==> src/rtl/uart_rx_fifo.sv <==
// UART receiver with 16x oversampling, 3-sample majority vote, runtime frame format,
// break/overrun/false-start handling and a show-ahead receive FIFO with valid/ready drain.
module uart_rx_fifo #(
    parameter int  DIV_W      = 16,
    parameter int  FIFO_DEPTH = 16,
    localparam int CNT_W      = $clog2(FIFO_DEPTH) + 1
) (
    input  logic             clk,
    input  logic             rst_n,
    input  logic             rx_in,
    input  logic [DIV_W-1:0] baud_div,
    input  logic [1:0]       data_bits,
    input  logic [1:0]       parity_type,
    input  logic             stop_bits,
    output logic [7:0]       m_data,
    output logic [2:0]       m_err,
    output logic             m_valid,
    input  logic             m_ready,
    output logic             active_flag,
    output logic             frame_done,
    output logic             overrun_flag,
    input  logic             clr_overrun,
    output logic [CNT_W-1:0] fifo_count
);

    localparam int PTR_W = $clog2(FIFO_DEPTH);
    localparam logic [DIV_W-1:0] DIV_ZERO = {DIV_W{1'b0}};
    localparam logic [DIV_W-1:0] DIV_ONE  = {{(DIV_W-1){1'b0}}, 1'b1};
    localparam logic [CNT_W-1:0] CNT_ZERO = {CNT_W{1'b0}};
    localparam logic [CNT_W-1:0] CNT_ONE  = {{(CNT_W-1){1'b0}}, 1'b1};
    localparam logic [CNT_W-1:0] CNT_FULL = CNT_W'(FIFO_DEPTH);
    localparam logic [PTR_W-1:0] PTR_ONE  = {{(PTR_W-1){1'b0}}, 1'b1};

    typedef enum logic [2:0] {
        IDLE      = 3'd0,
        START     = 3'd1,
        DATA      = 3'd2,
        PARITY    = 3'd3,
        STOP      = 3'd4,
        WAIT_HIGH = 3'd5
    } state_t;

    function automatic logic majority3(input logic a, input logic b, input logic c);
        return (a & b) | (a & c) | (b & c);
    endfunction

    // Odd expects data^parity == 1, even expects 0; other codes carry no parity bit.
    function automatic logic parity_error(input logic [7:0] data, input logic pbit,
                                          input logic [1:0] ptype);
        logic err;
        case (ptype)
            2'b01:   err = ~(^data ^ pbit);
            2'b10:   err = ^data ^ pbit;
            default: err = 1'b0;
        endcase
        return err;
    endfunction

    logic             rx_meta_r, rxs_r, rxs_prev_r;
    logic [DIV_W-1:0] tick_cnt_r;
    logic [3:0]       samp_cnt_r;
    logic             samp7_r, samp8_r;
    state_t           state_r, state_next;
    logic [7:0]       shift_r, shift_next;
    logic [2:0]       bit_idx_r, bit_idx_next;
    logic [1:0]       nbits_r, nbits_next;
    logic [1:0]       ptype_r, ptype_next;
    logic             stop2_r, stop2_next;
    logic             pbit_r, pbit_next;
    logic             stop1_r, stop1_next;
    logic             second_r, second_next;
    logic             push_r, push_next;
    logic [10:0]      word_r, word_next;
    logic             active_r;

    logic [DIV_W-1:0] div_eff_s;
    logic             tick_s, at_mid_s, at_end_s, maj_s, par_en_s;
    logic [7:0]       aligned_s;
    logic             perr_s, ferr_s, brk_s;
    logic [2:0]       last_idx_s;

    assign div_eff_s  = (baud_div == DIV_ZERO) ? DIV_ONE : baud_div;
    assign tick_s     = (state_r != IDLE) && (tick_cnt_r == div_eff_s);
    assign at_mid_s   = tick_s && (samp_cnt_r == 4'd9);
    assign at_end_s   = tick_s && (samp_cnt_r == 4'd15);
    assign maj_s      = majority3(samp7_r, samp8_r, rxs_r);
    assign par_en_s   = (ptype_r == 2'b01) || (ptype_r == 2'b10);
    assign last_idx_s = 3'd4 + {1'b0, nbits_r};
    assign aligned_s  = shift_r >> (2'd3 - nbits_r);
    assign perr_s     = parity_error(aligned_s, pbit_r, ptype_r);
    // maj_s is the last stop sample whenever these are consumed.
    assign ferr_s     = ~maj_s | (stop2_r & ~stop1_r);
    assign brk_s      = (aligned_s == 8'd0) && (!par_en_s || !pbit_r) && !maj_s
                        && (!stop2_r || !stop1_r);

    // Two-flop synchroniser plus previous-value flop for start-edge detection.
    always_ff @(posedge clk or negedge rst_n) begin
        if (!rst_n) begin
            rx_meta_r  <= 1'b1;
            rxs_r      <= 1'b1;
            rxs_prev_r <= 1'b1;
        end else begin
            rx_meta_r  <= rx_in;
            rxs_r      <= rx_meta_r;
            rxs_prev_r <= rxs_r;
        end
    end

    // Oversample tick divider and per-bit tick index; both parked at zero in IDLE.
    always_ff @(posedge clk or negedge rst_n) begin
        if (!rst_n) begin
            tick_cnt_r <= DIV_ZERO;
            samp_cnt_r <= 4'd0;
        end else if (state_r == IDLE) begin
            tick_cnt_r <= DIV_ZERO;
            samp_cnt_r <= 4'd0;
        end else if (tick_s) begin
            tick_cnt_r <= DIV_ZERO;
            samp_cnt_r <= samp_cnt_r + 4'd1;
        end else begin
            tick_cnt_r <= tick_cnt_r + DIV_ONE;
        end
    end

    // Capture the first two of the three majority samples.
    always_ff @(posedge clk or negedge rst_n) begin
        if (!rst_n) begin
            samp7_r <= 1'b1;
            samp8_r <= 1'b1;
        end else begin
            if (tick_s && samp_cnt_r == 4'd7) samp7_r <= rxs_r;
            if (tick_s && samp_cnt_r == 4'd8) samp8_r <= rxs_r;
        end
    end

    // Receiver FSM next-state and datapath.
    always_comb begin
        state_next   = state_r;
        shift_next   = shift_r;
        bit_idx_next = bit_idx_r;
        nbits_next   = nbits_r;
        ptype_next   = ptype_r;
        stop2_next   = stop2_r;
        pbit_next    = pbit_r;
        stop1_next   = stop1_r;
        second_next  = second_r;
        push_next    = 1'b0;
        word_next    = word_r;
        case (state_r)
            IDLE: begin
                if (rxs_prev_r && !rxs_r) begin
                    state_next   = START;
                    nbits_next   = data_bits;
                    ptype_next   = parity_type;
                    stop2_next   = stop_bits;
                    bit_idx_next = 3'd0;
                    shift_next   = 8'd0;
                    second_next  = 1'b0;
                    pbit_next    = 1'b0;
                    stop1_next   = 1'b1;
                end else begin
                    state_next = IDLE;
                end
            end
            START: begin
                if (at_mid_s && maj_s) begin
                    state_next = IDLE;
                end else if (at_end_s) begin
                    state_next = DATA;
                end else begin
                    state_next = START;
                end
            end
            DATA: begin
                if (at_mid_s) begin
                    shift_next = {maj_s, shift_r[7:1]};
                end else if (at_end_s) begin
                    if (bit_idx_r == last_idx_s) begin
                        bit_idx_next = 3'd0;
                        state_next   = par_en_s ? PARITY : STOP;
                    end else begin
                        bit_idx_next = bit_idx_r + 3'd1;
                    end
                end else begin
                    state_next = DATA;
                end
            end
            PARITY: begin
                if (at_mid_s) begin
                    pbit_next = maj_s;
                end else if (at_end_s) begin
                    state_next = STOP;
                end else begin
                    state_next = PARITY;
                end
            end
            STOP: begin
                if (at_mid_s) begin
                    if (stop2_r && !second_r) begin
                        stop1_next = maj_s;
                    end else begin
                        push_next  = 1'b1;
                        word_next  = {perr_s, ferr_s, brk_s, aligned_s};
                        state_next = maj_s ? IDLE : WAIT_HIGH;
                    end
                end else if (at_end_s) begin
                    second_next = 1'b1;
                end else begin
                    state_next = STOP;
                end
            end
            WAIT_HIGH: begin
                if (rxs_r) begin
                    state_next = IDLE;
                end else begin
                    state_next = WAIT_HIGH;
                end
            end
            default: begin
                state_next = IDLE;
            end
        endcase
    end

    // Receiver FSM state and datapath registers.
    always_ff @(posedge clk or negedge rst_n) begin
        if (!rst_n) begin
            state_r   <= IDLE;
            shift_r   <= 8'd0;
            bit_idx_r <= 3'd0;
            nbits_r   <= 2'd0;
            ptype_r   <= 2'd0;
            stop2_r   <= 1'b0;
            pbit_r    <= 1'b0;
            stop1_r   <= 1'b1;
            second_r  <= 1'b0;
            push_r    <= 1'b0;
            word_r    <= 11'd0;
            active_r  <= 1'b0;
        end else begin
            state_r   <= state_next;
            shift_r   <= shift_next;
            bit_idx_r <= bit_idx_next;
            nbits_r   <= nbits_next;
            ptype_r   <= ptype_next;
            stop2_r   <= stop2_next;
            pbit_r    <= pbit_next;
            stop1_r   <= stop1_next;
            second_r  <= second_next;
            push_r    <= push_next;
            word_r    <= word_next;
            active_r  <= (state_next != IDLE);
        end
    end

    logic [10:0]      mem_r [FIFO_DEPTH];
    logic [PTR_W-1:0] wr_ptr_r, rd_ptr_r, rd_next_s;
    logic [CNT_W-1:0] count_r, count_next_s;
    logic             m_valid_r, ovr_r;
    logic [7:0]       m_data_r;
    logic [2:0]       m_err_r;
    logic             pop_s, full_s, wr_en_s, ovr_set_s;
    logic [10:0]      head_s;

    assign pop_s     = m_valid_r && m_ready;
    assign full_s    = (count_r == CNT_FULL);
    assign wr_en_s   = push_r && (!full_s || pop_s);
    assign ovr_set_s = push_r && full_s && !pop_s;
    assign rd_next_s = pop_s ? rd_ptr_r + PTR_ONE : rd_ptr_r;

    // Occupancy after this cycle's push/pop.
    always_comb begin
        count_next_s = count_r;
        case ({wr_en_s, pop_s})
            2'b10:   count_next_s = count_r + CNT_ONE;
            2'b01:   count_next_s = count_r - CNT_ONE;
            default: count_next_s = count_r;
        endcase
    end

    // Head word after this cycle; bypasses the write when it becomes the only entry.
    always_comb begin
        head_s = 11'd0;
        if (wr_en_s && count_next_s == CNT_ONE) begin
            head_s = word_r;
        end else if (count_next_s == CNT_ZERO) begin
            head_s = 11'd0;
        end else begin
            head_s = mem_r[rd_next_s];
        end
    end

    // FIFO storage.
    always_ff @(posedge clk) begin
        if (wr_en_s) mem_r[wr_ptr_r] <= word_r;
    end

    // FIFO pointers, count, registered show-ahead outputs and sticky overrun.
    always_ff @(posedge clk or negedge rst_n) begin
        if (!rst_n) begin
            wr_ptr_r  <= {PTR_W{1'b0}};
            rd_ptr_r  <= {PTR_W{1'b0}};
            count_r   <= CNT_ZERO;
            m_valid_r <= 1'b0;
            m_data_r  <= 8'd0;
            m_err_r   <= 3'd0;
            ovr_r     <= 1'b0;
        end else begin
            if (wr_en_s) wr_ptr_r <= wr_ptr_r + PTR_ONE;
            rd_ptr_r  <= rd_next_s;
            count_r   <= count_next_s;
            m_valid_r <= (count_next_s != CNT_ZERO);
            m_data_r  <= head_s[7:0];
            m_err_r   <= head_s[10:8];
            if (ovr_set_s) begin
                ovr_r <= 1'b1;
            end else if (clr_overrun) begin
                ovr_r <= 1'b0;
            end else begin
                ovr_r <= ovr_r;
            end
        end
    end

    assign m_data       = m_data_r;
    assign m_err        = m_err_r;
    assign m_valid      = m_valid_r;
    assign active_flag  = active_r;
    assign frame_done   = push_r;
    assign overrun_flag = ovr_r;
    assign fifo_count   = count_r;

endmodule
==> config.mk <==
export PLATFORM = sky130hd
export DESIGN_NAME = uart_rx_fifo
export DESIGN_NICKNAME = d
export VERILOG_FILES = /design/src/rtl/uart_rx_fifo.sv
export SDC_FILE = /design/constraint.sdc
export NUM_CORES = 1
export LEC_CHECK = 0
export ABC_CLOCK_PERIOD_IN_PS = 3000
export CORE_ASPECT_RATIO = 1.75
export CORE_MARGIN = 10
export CORE_UTILIZATION = 50
export DETAILED_ROUTE_END_ITERATION = 8
export GPL_TIMING_DRIVEN = 0
export HOLD_SLACK_MARGIN = 0.08
export PLACE_DENSITY_LB_ADDON = 0.08
export SETUP_SLACK_MARGIN = 0.1
export SLEW_MARGIN = 20
export SYNTH_ARGS = -nofsm -noshare
export SYNTH_HDL_FRONTEND = slang
export SYNTH_SLANG_ARGS = --single-unit
==> constraint.sdc <==
create_clock -name clk -period 3 [get_ports clk]
set_input_delay 0.6 -clock clk [delete_from_list [all_inputs] [get_ports clk]]
set_output_delay 0.6 -clock clk [all_outputs]
set_load 0.02 [all_outputs]
=== Word-level counts from Yosys, hierarchy flattened ===
Memory sizes are Yosys's and may differ from the RTL's.
Index checks and enable logic that the tools add are counted.

* Memories: 1
* Output and inout port bits: 20
* Register bits after elaboration: 86
* Bits in writable memories: 176

{| class="wikitable"
|+ Memories
! name !! words !! bits a word !! read ports !! clocked after Yosys merged registers in !! wr ports !! line !! source
|-
| mem_r || 16 || 11 || 1 || 0 || 1 || 256 || <nowiki>logic [10:0] mem_r [FIFO_DEPTH];</nowiki>
|}

* Reduce and logical (&&, ||, !) cells: 49
* Shift-type cells: 1
* Muxes and demuxes: 50
* Bitwise gates (word level): 12
* Equal/unequal tests: 26
* Add/sub/neg operators: 9

{| class="wikitable"
|+ Operator list
! cell !! count
|-
| 16-bit two-way mux || 3
|-
| 3-bit two-way mux || 15
|-
| 11-bit two-way mux || 2
|-
| 3-bit one-hot mux with 6 select lines || 1
|-
| 16-bit by 1-bit adder with 16-bit output, second input constant || 1
|-
| 16-bit equality test || 1
|-
| 1-bit logical AND || 16
|-
| 16-bit zero test || 1
|-
| 8-bit two-way mux || 2
|-
| 2-bit inequality test, second input constant || 8
|-
| 8-bit one-hot mux with 2 select lines || 1
|-
| 1-bit two-way mux || 15
|-
| 4-bit by 1-bit adder with 4-bit output, second input constant || 3
|-
| 4-bit equality test, second input constant || 3
|-
| 4-bit two-way mux || 3
|-
| 4-bit AND reduction || 3
|-
| 5-bit one-hot mux with 2 select lines || 1
|-
| 2-bit nonzero test || 5
|-
| 1-bit zero test || 9
|-
| 3-bit AND reduction || 3
|-
| 8-bit zero test || 1
|-
| 1-bit one-hot mux with 2 select lines || 4
|-
| 8-bit parity || 1
|-
| 8-bit by 2-bit right shift with 8-bit output || 1
|-
| other kinds (27) || 44
|}

=== Logic depth before layout (Yosys ltp) ===
* Depth in word-level cells: 9
* Mapped depth: 13
* Depth with buffers taken out: 12

=== Worst setup path after synthesis ===
OpenSTA, ideal clock, no wires.

* Path kind: register -> register
* Start point: register count_r[4], in the netlist fifo_count[4]
* End point: register m_err_r[0], in the netlist m_err[0]
* Arrival time: 3.312 ns
* Buffers on the path: 1
* Stages on the path, launching flop included: 13
* Setup slack: -0.434 ns
* Setup time: 0.122 ns
* Clock period less this slack: 3.434 ns
* Path through: dfrtp_1 -> nor3b_1 -> a31oi_1 -> inv_1 -> ha_1 -> ha_1 -> a21o_1 -> a21oi_1 -> xor2_1 -> nand4bb_1 -> a31o_2 -> clkbuf_1 -> a32o_1

* Longest elaborated chain between the ends: 9

{| class="wikitable"
|+ Ends and longest elaborated chain
! what !! line !! source
|-
| start: declaration || 258 || <nowiki>logic [CNT_W-1:0] count_r, count_next_s;</nowiki>
|-
| start signal: assignment || 311 || <nowiki>count_r <= count_next_s;</nowiki>
|-
| 5-bit equality test || 266 || <nowiki>assign full_s = (count_r == CNT_FULL);</nowiki>
|-
| 1-bit zero test || 267 || <nowiki>assign wr_en_s = push_r && (!full_s || pop_s);</nowiki>
|-
| 1-bit logical OR || 267 ||
|-
| 1-bit logical AND || 267 ||
|-
| 2-bit by 1-bit equality test with 1-bit output / 2-bit equality test (equally long branches) || 274 || <nowiki>case ({wr_en_s, pop_s})</nowiki>
|-
| 5-bit one-hot mux with 2 select lines || 274 ||
|-
| 5-bit zero test / 5-bit by 1-bit equality test with 1-bit output (equally long branches) || 286, 284 ||
|-
| 11-bit two-way mux / 1-bit logical AND (equally long branches) || 286, 284 ||
|-
| 11-bit two-way mux (*) || 284 || <nowiki>if (wr_en_s && count_next_s == CNT_ONE) begin</nowiki>
|-
| via head_s[8] || 263 || <nowiki>logic [10:0] head_s;</nowiki>
|-
| end signal: assignment || 314 || <nowiki>m_err_r <= head_s[10:8];</nowiki>
|-
| end: declaration || 261 || <nowiki>logic [2:0] m_err_r;</nowiki>
|}

The timed path passes the listed nets; every way through them passes the cells marked *.
A chain may end at the register's enable or synchronous reset.

=== Worst setup path in the final report ===
* Start point: register count_r[0], in the netlist fifo_count[0]
* End point: register m_data_r[7], in the netlist m_data[7]

* Longest elaborated chain between the ends: 9

{| class="wikitable"
|+ Ends and longest elaborated chain
! what !! line !! source
|-
| 5-bit equality test || 266 ||
|-
| 1-bit zero test || 267 ||
|-
| 1-bit logical OR || 267 ||
|-
| 1-bit logical AND || 267 ||
|-
| 2-bit by 1-bit equality test with 1-bit output / 2-bit equality test (equally long branches) || 274 ||
|-
| 5-bit one-hot mux with 2 select lines || 274 ||
|-
| 5-bit zero test / 5-bit by 1-bit equality test with 1-bit output (equally long branches) || 286, 284 ||
|-
| 11-bit two-way mux / 1-bit logical AND (equally long branches) || 286, 284 ||
|-
| 11-bit two-way mux (*) || 284 ||
|-
| via head_s[7] || 263 ||
|-
| end signal: assignment || 313 || <nowiki>m_data_r <= head_s[7:0];</nowiki>
|-
| end: declaration || 260 || <nowiki>logic [7:0] m_data_r;</nowiki>
|}

Marked as above.

==> summary.txt <==
Critical path
  – Worst path required time: 3.41 ns
  – Crit path DAT: 3.32 ns
  – Slowest CP cell: dfrtp_2
  – Setup slack, reg-to-reg: 0.09 ns
  – Crit Path Max Fanout: 5
  – Crit-path cells: nor3b_4, a31oi_4, inv_4, ha_4, inv_2, fa_2, nor2b_4, o21ai_2, o2bb2ai_2, nand4bb_4, a31o_4, clkbuf_16, a32o_2
  – Crit path buffers/inverters: 3
  – Worst Setup End Kind: flip-flop
  – Worst Setup Start Kind: flip-flop
  – Setup Crit Path Kind: reg -> reg
  – Crit-path leading delay family: compound AO/OA/AOI/OAI gates
  – CP peak stage delay: 0.43 ns

Clock tree
  – CTS Buf Count: 24
  – CTS tree: yes
  – CTS sink cnt: 262
  – Root Buffer: clkbuf_16
  – CTS H-tree depth: 1
  – Worst-path clk slew: 0.07 ns
  – Worst-Skew Late Latency: 0.54 ns
  – Clock buffer depth: 3

Outcome
  – Status: complete, no violations

Cells and area
  – Design Area, Final: 14200 sq um
  – Area grow syn2layout: 18.2%
  – Nets: 1152
  – Share of cells above drive strength 1: 12.3%
  – Antenna cell count: 0
  – # fillers: 1993
  – Final core occ: 59.5%

Power and ir drop
  – Power Density: 847 nW/um^2
  – Max VDD drop: 585 uV
  – Lkg Pwr: 0.00529 uW

Timing
  – Setup repair after global routing missed its margin: yes
  – Hold slack: 0.356 ns
  – Post-route setup slack: 0.0933 ns
  – Skew final: 0.0122 ns
  – Slew HR: 41.2%
  – Fin. max-slew vios: 0
  – Max Fclk: 344 MHz
  – Pin slew with the least headroom to its limit: 0.882 ns
  – Final Hold Viols: 0
  – Endpoints failing setup: 0
  – Fin crit share: 96.9%
  – Period minus WS final: 2.91 ns

Placed design
  – GPL Wtd Cong: 0.883
  – Pre-CTS WS: -1.49 ns
  – # port buffers: 45
  – DPL Wire Length: 22700 um
  – Post-placement cell area: 13000 sq um

Global routing
  – Gr usage total: 20.8%
  – First-pass GRT wire length: 48500 um
  – Largest net degree at the start of global routing: 71
  – Grt ovf: 0
  – Initial antenna violation count: 0
  – Vias in the first global route: 8601

Yosys
  – Mapped cell area: 12000 sq um
  – Sequential share of the synthesized area: 62.1%
  – Post-synth top area cell: edfxtp_1
  – Syn Area/Cell: 11.8 sq um
  – Simple-gate share of the synthesized area: 14.4%
  – Number of enable flip-flop cells after synthesis: 176
  – Synth unique cells: 64
  – Ys async rst share: 32.8%
  – Yosys top cell area share: 44.1%
  – Synth top area cells: edfxtp_1, dfrtp_1, nand2_1, nand2b_1, a21oi_1
  – Gate count of the mapped netlist: 1016
  – Largest family of logic cells by synthesized area: simple AND/OR/NAND/NOR gates
  – Yosys reg bits: 262
  – Post-synth net total: 1063
  – Synth Flop Type: edfxtp_1
  – Post-Synth XOR/XNOR Area: 3.58%
  – Yosys warning total: 0
  – Mux cell area share after synthesis: 2.33%
  – Synth Area in Compound Gates: 12.2%
  – Adder-cell area share of the yosys netlist: 2.34%

Drt
  – WL per Instance: 22.3 um
  – Initial DRC count: 452
  – DR DRC count: 0
  – Routed WL: 31900 um
  – DRT antenna net count: 0
  – Drt pass-1 iters: 5
  – Vias per cell: 5.78
  – Routed via count: 8274

Die
  – DIE HEIGHT: 225 um
  – Initial Util: 50.3%
  – I/O pin cnt: 46
  – Die W: 137 um
  – Site Rows: 75
  – Core ar.: 23800 sq um
  – Die Area: 30800 sq um

Hold path
  – Hold Path Class: reg -> reg

Job
  – Max-cap viol count: 0
[path summary, 6_finish.rpt]
check | start | end | cells after the start
setup / recovery | fifo_count[0] | m_data[7] | 13
hold / removal | rx_meta_r | rxs_r | 0
setup reg to reg | fifo_count[0] | m_data[7] | 13
hold reg to reg | rx_meta_r | rxs_r | 0
max in group asynchronous | rst_n | stop1_r | 3
min in group asynchronous | rst_n | wr_ptr_r[0] | 2
[cells in the mapped netlist (all sizes together), types with 3 or more instances]
cell,n
a311oi,11
o21ai,39
mux2i,23
a211oi,23
nand4,5
clkbuf,48
edfxtp,176
and3,35
nand2,146
dfstp,6
nand2b,50
mux2,4
nor2b,3
a31oi,15
nor3,9
nor2,45
a211o,11
a21oi,54
a22oi,11
ha,20
xor2,26
nor3b,3
a221oi,12
a32oi,11
xnor2,23
buf,6
nand3,15
and2,11
inv,39
nor4,13
dfrtp,80
a32o,12
[stage by stage]
stage | TNS (ns) | instances | power [uW]
after floorplan | 0 | 1016 | 6790
after global placement | -270.48 | 1369 | 8310
after detailed placement | -45.36 | 1376 | 8330
after CTS | 0 | 1431 | 12000
after global routing | -0.0133 | 1431 | 12500
final | 0 | 1431 | 12000
[layout by cell type (no fill, tap or decap), types with 13 or more instances in the layout]
cell	count
edfxtp_1	176
nand2_1	145
dfrtp_1	75
a21oi_1	53
nand2b_1	50
clkbuf_1	44
clkdlybuf4s50_1	43
nor2_1	40
inv_1	36
o21ai_0	35
and3_1	33
clkbuf_16	26
xor2_1	25
a211oi_1	23
xnor2_1	22
mux2i_1	22
ha_1	18
nand3_1	14
a31oi_1	13
[sequential cells by signal, summed over array words and instances (netlist names), 4 cells and up]
name        count
fifo_count      5
mem_r         176
word_r         11
tick_cnt_r     16
shift_r         8
m_data          8
wr_ptr_r        4
samp_cnt_r      4
rd_ptr_r        4
[power by group]
group          internal, uW  switching (uW)  total [uW]  leakage [uW]
sequential             4020             154        4180       0.00248
combinational          1700            2770        4460       0.00238
clock                  2020            1360        3380      0.000430
total                  7740            4280       12000       0.00529
[routing by layer]
layer	vias to the layer above	track usage [%]	wire length (um)
met3	78	2.14	1210
met1	4053	20.0	10600
li1	3909	-	-
met2	234	40.2	18100
met5	-	0	0
met4	0	13.3	2050
[repair_timing]
action | 4_1_cts | 5_1_grt
endpoints found under the hold margin | 16 | 0
hold buffers | 1 | 0
cloned | 1 | 0
pin swaps | 8 | 0
resized for setup | 37 | 20
endpoints found under the setup margin | 12 | 30
setup buffers | 9 | 0
[worst reg2reg max path: stages (launching register included)]
cell and delay (ns):
dfrtp_2 0.43, nor3b_4 0.24, a31oi_4 0.13, inv_4 0.08
ha_4 0.16, inv_2 0.04, fa_2 0.37, nor2b_4 0.13
o21ai_2 0.06, o2bb2ai_2 0.14, nand4bb_4 0.24, a31o_4 0.29
clkbuf_16 0.16, a32o_2 0.30
[layout make-up]
class,instances,area [sq um],share of cell area (%)
Timing Repair Buffer,63,608,4.29
Inverter,39,149,1.05
Multi-Input combinational cell,661,4460,31.5
Tap cell,308,385,2.72
Sequential cell,262,7450,52.5
Clock inverter,13,206,1.46
Clock buffer,31,668,4.71
Buffer,54,253,1.78
[kinds of logic (layout without fill, tap and decap cells)]
| logic type | after synthesis | in the layout |
|---|---|---|
| AOI/OAI and AO/OA | 216 | 216 |
| buffers and inverters | 93 | 200 |
| DFF | 262 | 262 |
| and+or+nand+nor | 347 | 347 |
| muxes | 27 | 27 |
| adders and majority gates | 22 | 22 |
| xor gates and xnor gates | 49 | 49 |
(Power assumes the default switching activity.)
